<file path="config.mk">
export PLATFORM = sky130hd
export DESIGN_NAME = mdio_responder
export DESIGN_NICKNAME = d
export VERILOG_FILES = /design/src/rtl/mdio_responder.sv
export SDC_FILE = /design/constraint.sdc
export NUM_CORES = 1
export LEC_CHECK = 0
export BUFFER_PORTS_ARGS = -buffer_cell sky130_fd_sc_hd__buf_2
export CAP_MARGIN = 40
export CORE_MARGIN = 2
export CORE_UTILIZATION = 59
export CTS_BUF_LIST = sky130_fd_sc_hd__clkbuf_8
export DETAILED_ROUTE_END_ITERATION = 7
export PLACE_DENSITY = 0.82
export SLEW_MARGIN = 20
export SYNTH_ARGS = -nofsm -noshare
export SYNTH_HDL_FRONTEND = slang
export SYNTH_SLANG_ARGS = --single-unit
export TNS_END_PERCENT = 1
</file>
<file path="constraint.sdc">
create_clock -name i_clk -period 2.6 [get_ports i_clk]
set_input_delay 0.13 -clock i_clk [delete_from_list [all_inputs] [get_ports i_clk]]
set_output_delay 0.13 -clock i_clk [all_outputs]
set_load 0.01 [all_outputs]
</file>
<file path="src/rtl/mdio_responder.sv">
// Clause-22 MDIO PHY-side responder; MDIO_PREAMBLE_SUPPRESS_EN enables short-preamble acceptance.
// Outputs change 3 i_clk after a rising MDC pin edge; the register port is fire-and-forget (no backpressure).
module mdio_responder #(
  parameter logic [4:0] PHYADDR       = 5'h01,
  parameter int         PREAMBLE_BITS = 32
) (
  input  logic        i_clk,
  input  logic        i_rst_n,
  input  logic        i_mdclk,
  input  logic        i_mdio,
  output logic        o_mdio,
  output logic        o_mdwe,
  output logic [4:0]  o_reg_addr,
  output logic        o_reg_rd,
  input  logic [15:0] i_reg_rdata,
  output logic        o_reg_wr,
  output logic [15:0] o_reg_wdata,
  output logic        o_busy
);
  typedef enum logic [2:0] {IDLE, ST, OP, PHYAD, REGAD, TA, RDATA, WDATA} state_t;
  localparam logic [5:0] PRE_MAX = 6'(PREAMBLE_BITS);

  state_t      state, state_nx;
  logic [2:0]  mdc_sync;
  logic [1:0]  mdio_sync;
  logic        mdc_rise, bit_in, pre_ok, go_idle;
  logic [4:0]  cnt, cnt_nx;
  logic [5:0]  pre_cnt, pre_nx;
  logic [15:0] shreg, shreg_nx;
  logic        is_rd, is_rd_nx, rd_d, wr_pend, wr_pend_nx;
  logic        mdio_nx, mdwe_nx, reg_rd_nx;
  logic [4:0]  addr_nx;
  logic [15:0] wdata_nx;

  assign mdc_rise = mdc_sync[1] & ~mdc_sync[2];
  assign bit_in   = mdio_sync[1];
  assign o_busy   = (state != IDLE);

`ifdef MDIO_PREAMBLE_SUPPRESS_EN
  assign pre_ok = (pre_cnt != 6'd0);
`else
  assign pre_ok = (pre_cnt == PRE_MAX);
`endif

  always_ff @(posedge i_clk or negedge i_rst_n) begin
    if (!i_rst_n) begin
      mdc_sync    <= '0;
      mdio_sync   <= '1;
      state       <= IDLE;
      cnt         <= '0;
      pre_cnt     <= '0;
      shreg       <= '0;
      is_rd       <= 1'b0;
      rd_d        <= 1'b0;
      wr_pend     <= 1'b0;
      o_mdio      <= 1'b1;
      o_mdwe      <= 1'b0;
      o_reg_addr  <= '0;
      o_reg_rd    <= 1'b0;
      o_reg_wr    <= 1'b0;
      o_reg_wdata <= '0;
    end else begin
      mdc_sync    <= {mdc_sync[1:0], i_mdclk};
      mdio_sync   <= {mdio_sync[0], i_mdio};
      state       <= state_nx;
      cnt         <= cnt_nx;
      pre_cnt     <= pre_nx;
      shreg       <= shreg_nx;
      is_rd       <= is_rd_nx;
      rd_d        <= o_reg_rd;
      wr_pend     <= wr_pend_nx;
      o_mdio      <= mdio_nx;
      o_mdwe      <= mdwe_nx;
      o_reg_addr  <= addr_nx;
      o_reg_rd    <= reg_rd_nx;
      o_reg_wr    <= wr_pend;
      o_reg_wdata <= wdata_nx;
    end
  end

  always_comb begin
    state_nx   = state;
    cnt_nx     = cnt;
    pre_nx     = pre_cnt;
    shreg_nx   = shreg;
    is_rd_nx   = is_rd;
    mdio_nx    = o_mdio;
    mdwe_nx    = o_mdwe;
    addr_nx    = o_reg_addr;
    wdata_nx   = o_reg_wdata;
    reg_rd_nx  = 1'b0;
    wr_pend_nx = 1'b0;
    go_idle    = 1'b0;
    // read data arrives one cycle after the strobe, long before the TA[0] edge
    if (rd_d) shreg_nx = i_reg_rdata;
    if (mdc_rise) begin
      case (state)
        IDLE: begin
          if (bit_in) begin
            if (pre_cnt != PRE_MAX) pre_nx = pre_cnt + 6'd1;
          end else if (pre_ok) begin
            state_nx = ST;
          end else begin
            pre_nx = '0;
          end
        end
        ST: begin
          cnt_nx = '0;
          if (bit_in) state_nx = OP;
          else        go_idle  = 1'b1;
        end
        OP: begin
          shreg_nx = {shreg[14:0], bit_in};
          cnt_nx   = cnt + 5'd1;
          if (cnt == 5'd1) begin
            cnt_nx   = '0;
            state_nx = PHYAD;
            case ({shreg[0], bit_in})
              2'b10:   is_rd_nx = 1'b1;
              2'b01:   is_rd_nx = 1'b0;
              default: go_idle  = 1'b1;
            endcase
          end
        end
        PHYAD: begin
          shreg_nx = {shreg[14:0], bit_in};
          cnt_nx   = cnt + 5'd1;
          if (cnt == 5'd4) begin
            cnt_nx   = '0;
            state_nx = REGAD;
            if ({shreg[3:0], bit_in} != PHYADDR) go_idle = 1'b1;
          end
        end
        REGAD: begin
          shreg_nx = {shreg[14:0], bit_in};
          cnt_nx   = cnt + 5'd1;
          if (cnt == 5'd4) begin
            cnt_nx    = '0;
            state_nx  = TA;
            addr_nx   = {shreg[3:0], bit_in};
            reg_rd_nx = is_rd;
          end
        end
        TA: begin
          if (cnt == 5'd0) begin
            cnt_nx = 5'd1;
            if (!is_rd && !bit_in) go_idle = 1'b1;
          end else if (is_rd) begin
            cnt_nx   = '0;
            mdwe_nx  = 1'b1;
            mdio_nx  = 1'b0;
            state_nx = RDATA;
          end else begin
            cnt_nx   = '0;
            state_nx = WDATA;
            if (bit_in) go_idle = 1'b1;
          end
        end
        RDATA: begin
          if (cnt == 5'd16) begin
            mdwe_nx = 1'b0;
            mdio_nx = 1'b1;
            go_idle = 1'b1;
          end else begin
            mdio_nx  = shreg[15];
            shreg_nx = {shreg[14:0], 1'b0};
            cnt_nx   = cnt + 5'd1;
          end
        end
        WDATA: begin
          shreg_nx = {shreg[14:0], bit_in};
          cnt_nx   = cnt + 5'd1;
          if (cnt == 5'd15) begin
            wdata_nx   = {shreg[14:0], bit_in};
            wr_pend_nx = 1'b1;
            go_idle    = 1'b1;
          end
        end
        default: go_idle = 1'b1;
      endcase
    end
    if (go_idle) begin
      state_nx = IDLE;
      cnt_nx   = '0;
      pre_nx   = '0;
    end
  end
endmodule

</file>
# ---- Word-level counts from Yosys, hierarchy flattened
# Cells that the tools add are included.
dict set report classes {
  add_sub_neg 2
  multipliers 0
  div 0
  n_lt_le_gt_ge 0
  eq_ne 29
  shift 0
  mux 55
  bitwise_logic 2
  reduce_logical 23
}
# cell n
set op_table {}
lappend op_table {{two-way mux 16 bit} 3}
lappend op_table {{two-way mux 6 bit} 6}
lappend op_table {{one-hot mux 16 bit (2 select lines)} 1}
lappend op_table {{one-hot mux 5 bit (6 select lines)} 1}
lappend op_table {{two-way mux 3 bit} 9}
lappend op_table {{two-way mux 1 bit} 25}
lappend op_table {{two-way mux 5 bit} 5}
lappend op_table {{!= test 3 bit, second input constant} 8}
lappend op_table {{one-hot mux 3 bit (6 select lines)} 1}
lappend op_table {{nonzero test 7 bit} 2}
lappend op_table {{== test 3 bit, second input constant} 4}
lappend op_table {{AND reduction 4 bit} 3}
lappend op_table {{AND reduction 3 bit} 3}
lappend op_table {{AND reduction 9 bit} 1}
lappend op_table {{nonzero test 2 bit} 4}
lappend op_table {{adder 6 x 1 -> 6 bit, second input constant} 1}
lappend op_table {{== test 3 x 2 -> 1 bit, second input constant} 2}
lappend op_table {{== test 6 bit, second input constant} 1}
lappend op_table {{!= test 2 bit, second input constant} 3}
lappend op_table {{!= test 6 bit, second input constant} 1}
lappend op_table {{one-hot mux 1 bit (2 select lines)} 3}
lappend op_table {{one-hot mux 1 bit (6 select lines)} 1}
lappend op_table {{adder 5 x 1 -> 5 bit, second input constant} 1}
lappend op_table {{== test 5 x 1 -> 1 bit, second input constant} 1}
lappend op_table {{19 further kinds} 21}
dict set report word_totals {
  reg_bits 63
  latchBits 0
  ram_bits 0
  romBits 0
  input_bits 20
  out_inout_bits 26
  elab_cells 126
  n_memories 0
}

# ---- Depth between registers and ports, before layout
dict set report depth {
  word_depth 8
  depth_mapped 9
  depth_no_buf 7
}

# ---- Least setup slack after synthesis
# OpenSTA, ideal clock, no wires.
dict set report synth_timing {
  path_kind {reg-to-reg}
  from {register cnt[0]}
  to {register pre_cnt[1]}
  setup_time_ns 0.122
  arrival_ns 2.030
  t_required_ns 2.478
  slack_ns 0.448
  stages_incl_launch_ff 9
  path_buffers 1
  synth_period_minus_slack_ns 2.152
  cell_sequence {dfrtp_1 > inv_1 > ha_1 > or4b_1 > buf_2 > xnor2_2 > o32ai_1 > o21ai_2 > a32o_1}
}
dict set report synth_via {
  elab_chain_cells 6
  elab_cells_between_ends 18
  cone_classes {eq/ne (6); mux (8); reduce/logical (4)}
}
# element line
set synth_lines {}
lappend synth_lines {{start, declared} 27} ;# logic [4:0] cnt, cnt_nx;
lappend synth_lines {{start signal, assigned} 66} ;# cnt <= cnt_nx;
lappend synth_lines {{== test 5 x 4 -> 1 bit (tied with other cells)} 173} ;# if (cnt == 5'd15) begin
lappend synth_lines {{two-way mux 1 bit (on tied branches)} n/a}
lappend synth_lines {{one-hot mux 1 bit (6 select lines) (*)} 97} ;# case (state)
lappend synth_lines {{two-way mux 1 bit (*)} 96} ;# if (mdc_rise) begin
lappend synth_lines {{!= test 3 x 1 -> 1 bit (no line) (tied with other cells)} n/a}
lappend synth_lines {{AND reduction 4 bit (no line)} n/a}
lappend synth_lines {{end signal, assigned} 67} ;# pre_cnt <= pre_nx;
lappend synth_lines {{end, declared} 28} ;# logic [5:0] pre_cnt, pre_nx;
# Mark *: on every way between the ends. The rest lies on a longest branch, timed or not.
# A chain may end at the register's enable or synchronous reset.

# ---- Worst setup path after layout
dict set report layout_timing {
  from {register cnt[0]}
  to {register pre_cnt[3]}
}
# Same word-level chain as after synthesis.

==> run metrics <==
Max Freq=between 400 and 500 MHz; Main synth FF type=dfrtp_1; core area=~5100 sq um; die width=77.3 um; Hold Startpoint=i_reg_rdata[8]; WS Path Type=reg2reg; WP data arrival=around 2.6 ns; Pins Over Slew Limit=0; Ys Warns=0; Clk Latency, worst-skew pair=0.34 ns; min Tclk post-route=approximately 2.4 ns; Die Height=approximately 77 um; placed instance area=~3500 sq um; mapped cell area=approximately 3200 sq um; remaining global-route overflow=0; Final Non-Filler Cells=between 400 and 500; TritonRoute pass-1 iters=4; clk sink count=between 60 and 70; reg-to-reg startpoint=cnt[0]; Finished Cell Area=~3800 sq um; vias in the first global route=around 2400; worst endpoint required time=roughly 2.8 ns; Worst Hold Path EP=shreg[8]; post-synth cell types=53; Slew HR=58.7%; CTS tree=yes; Synth area leader=dfrtp_1; H-Tree Depth=3; placed cells=~400; Post-synth EDFFs=0; Final Hold Vio Count=0; Final Skew=roughly 0.0076 ns; area grow syn2layout=18.5%; Hold Crit Class=in2reg; Diodes inserted=0; dominant cells by area after synthesis=dfrtp_1 (47%), mux2_2 (6.8%), mux2i_1 (5.4%); Starting Density=about three fifths; Post-CTS Resized=0; Port Buffer Count=45; Initial DRC Count=150; number of buffers on the longest clock path=2; r2r worst-path depth=7; Die ar.=5970 sq um; fin crit share=90.4%; leakage power=roughly 1.7 nW; first-pass GRT wire length=11700 um; Startpoint Class=flop; outcome=finished, final reports clean; dpl hpwl=4860 um; Final GP Congestion=0.899; Syn Inst Count=~290; largest net degree at the start of global routing=34; CTS Buf Count=9; Peak VDD IR=slightly above 0.5 mV; Rows=26; DRC violations left=0; sequential fraction of the synthesis area=between 40% and 50%; Final setup violation count=0; Worst Tran Pin Value=between 0.6 and 0.7 ns; Total Routing Usage GR=24.9%; CP Max Fanout=5; DRT Wirelength=between 6000 and 7000 um; hold path cells=3; Yosys reg bits=63; RSZ-0062 raised after global routing=no; WL/cell=16.4 um; post-route ant nets=0; setup_tns=0 ns; # IOs=46; max_cap viols=0; crit path capture type=flop; r2r setup slk=0.25 ns; share of the synthesized area in the top cell type=47.4%; Vias=about 2500; PD cells=531 nW/um^2; synthesized area per cell=about 11 sq um; nets=between 300 and 400; syn_nets=321; vias per cell=approximately 5.8; initial antenna violation count=0; ys async rst share=100%; share of post-route cells with drive strength above 1=approximately 30%; clk slew on worst S/H paths=around 0.07 ns; clk root buf=clkbuf_8; FF-to-FF End=pre_cnt[3]
## cell families (layout without fill, tap and decap cells)
kind of cell | after synthesis | in the layout | synth area share (%)
AND/OR/NAND/NOR | 90 | 90 | 15.1
flip-flops | 63 | 63 | 49.9
AO/OA/AOI/OAI | 60 | 60 | 13.7
multiplexers | 36 | 36 | 12.1
buffers and inverters | 27 | 87 | 3.63
adder cells (fa/ha/maj) | 10 | 10 | 3.95
XOR/XNOR | 5 | 5 | 1.62
## synthesized netlist by cell type, types with 3 or more instances
master    count
dfrtp_1      60
nand2_1      31
o21ai_0      21
mux2_2       19
mux2i_1      17
inv_1        12
nand3_1      12
nor2_1       11
ha_1         10
clkbuf_1      9
a21oi_1       8
a31oi_1       6
a32o_1        5
buf_2         5
nor2b_1       5
and3_1        4
nand3b_1      4
nor3_1        4
dfstp_2       3
or3_1         3
## worst max-delay path by stage
stage	from	endpoint	slack (ns)	depth (start not counted)
6_report	cnt[0]	pre_cnt[3]	0.25	7
5_1_grt	cnt[1]	pre_cnt[3]	0.05	7
4_1_cts	cnt[0]	pre_cnt[3]	0.26	7
3_5_place_dp	cnt[0]	pre_cnt[3]	0.26	7
3_3_place_gp	cnt[0]	pre_cnt[4]	0.35	7
2_1_floorplan	cnt[0]	pre_cnt[1]	0.45	8
## registers in the layout (all words and copies together) (netlist names), 2 cells and up
register and flops:
o_reg_wdata 16, shreg 16, pre_cnt 6, cnt 5, o_reg_addr 5, mdc_sync 3, state 3, mdio_sync 2
## routing by layer
metal  wire (um)  GRT usage, %  share of wire [%]  vias to the layer above
li1            -             -                  -                     1172
met1        3030          33.9                 44                     1190
met2        3370          38.3                 49                       79
met3         354          3.65                5.1                       11
met4         137          14.1                2.0                        0
met5           0             0                  0                        -
## power by group
group	leakage, nW	switching [mW]	total (mW)	internal (mW)
sequential	0.783	0.0105	1.00	0.992
combinational	0.795	0.0477	0.0850	0.0374
clock	0.106	0.372	0.904	0.532
total	1.68	0.430	1.99	1.56
## cell usage in the layout, fill, tap and decap left out, types with 4 or more instances in the layout
cell / count
dfrtp_1: 60
buf_2: 45
nand2_1: 31
o21ai_0: 21
mux2_2: 19
mux2i_1: 17
inv_1: 13
nand3_1: 12
nor2_1: 11
ha_1: 10
buf_4: 10
clkbuf_8: 9
a21oi_1: 8
a31oi_1: 6
nor2b_1: 5
a32o_1: 5
and3_1: 4
nand3b_1: 4
## layout make-up
type | instances | area [sq um]
Sequential cell | 63 | 1580
Multi-Input combinational cell | 201 | 1480
Fill cell | 415 | 1390
Timing Repair Buffer | 59 | 350
Clock buffer | 9 | 124
Clock inverter | 7 | 88.8
Tap cell | 70 | 87.6
Inverter | 12 | 45.0
## critical path, cell delays in order, from the launching register on
cell and delay [ns]:
dfrtp_1 0.42, inv_1 0.09, ha_1 0.17, or4b_1 0.57, xnor2_2 0.18, o32ai_1 0.37
o21ai_2 0.15, a32o_1 0.28
## repair_timing
item,in CTS,in global routing
hold buffers,3,0
endpoints found under the hold margin,62,0
setup buffers,0,0
## metrics by stage
step / hold slack, ns / worst slack, ns / power [mW] / util [%]
after floorplan: -0.166 / 0.448 / 1.05 / -
after global placement: 0.236 / 0.350 / 1.10 / 67.9
after detailed placement: 0.00473 / 0.264 / 1.10 / 68.3
after CTS: 0.0770 / 0.257 / 2.01 / 73.0
after global routing: 0.0937 / 0.0503 / 2.06 / 73.0
final: 0.0849 / 0.250 / 1.99 / 73.0
Power figures use the tool's default switching activity.
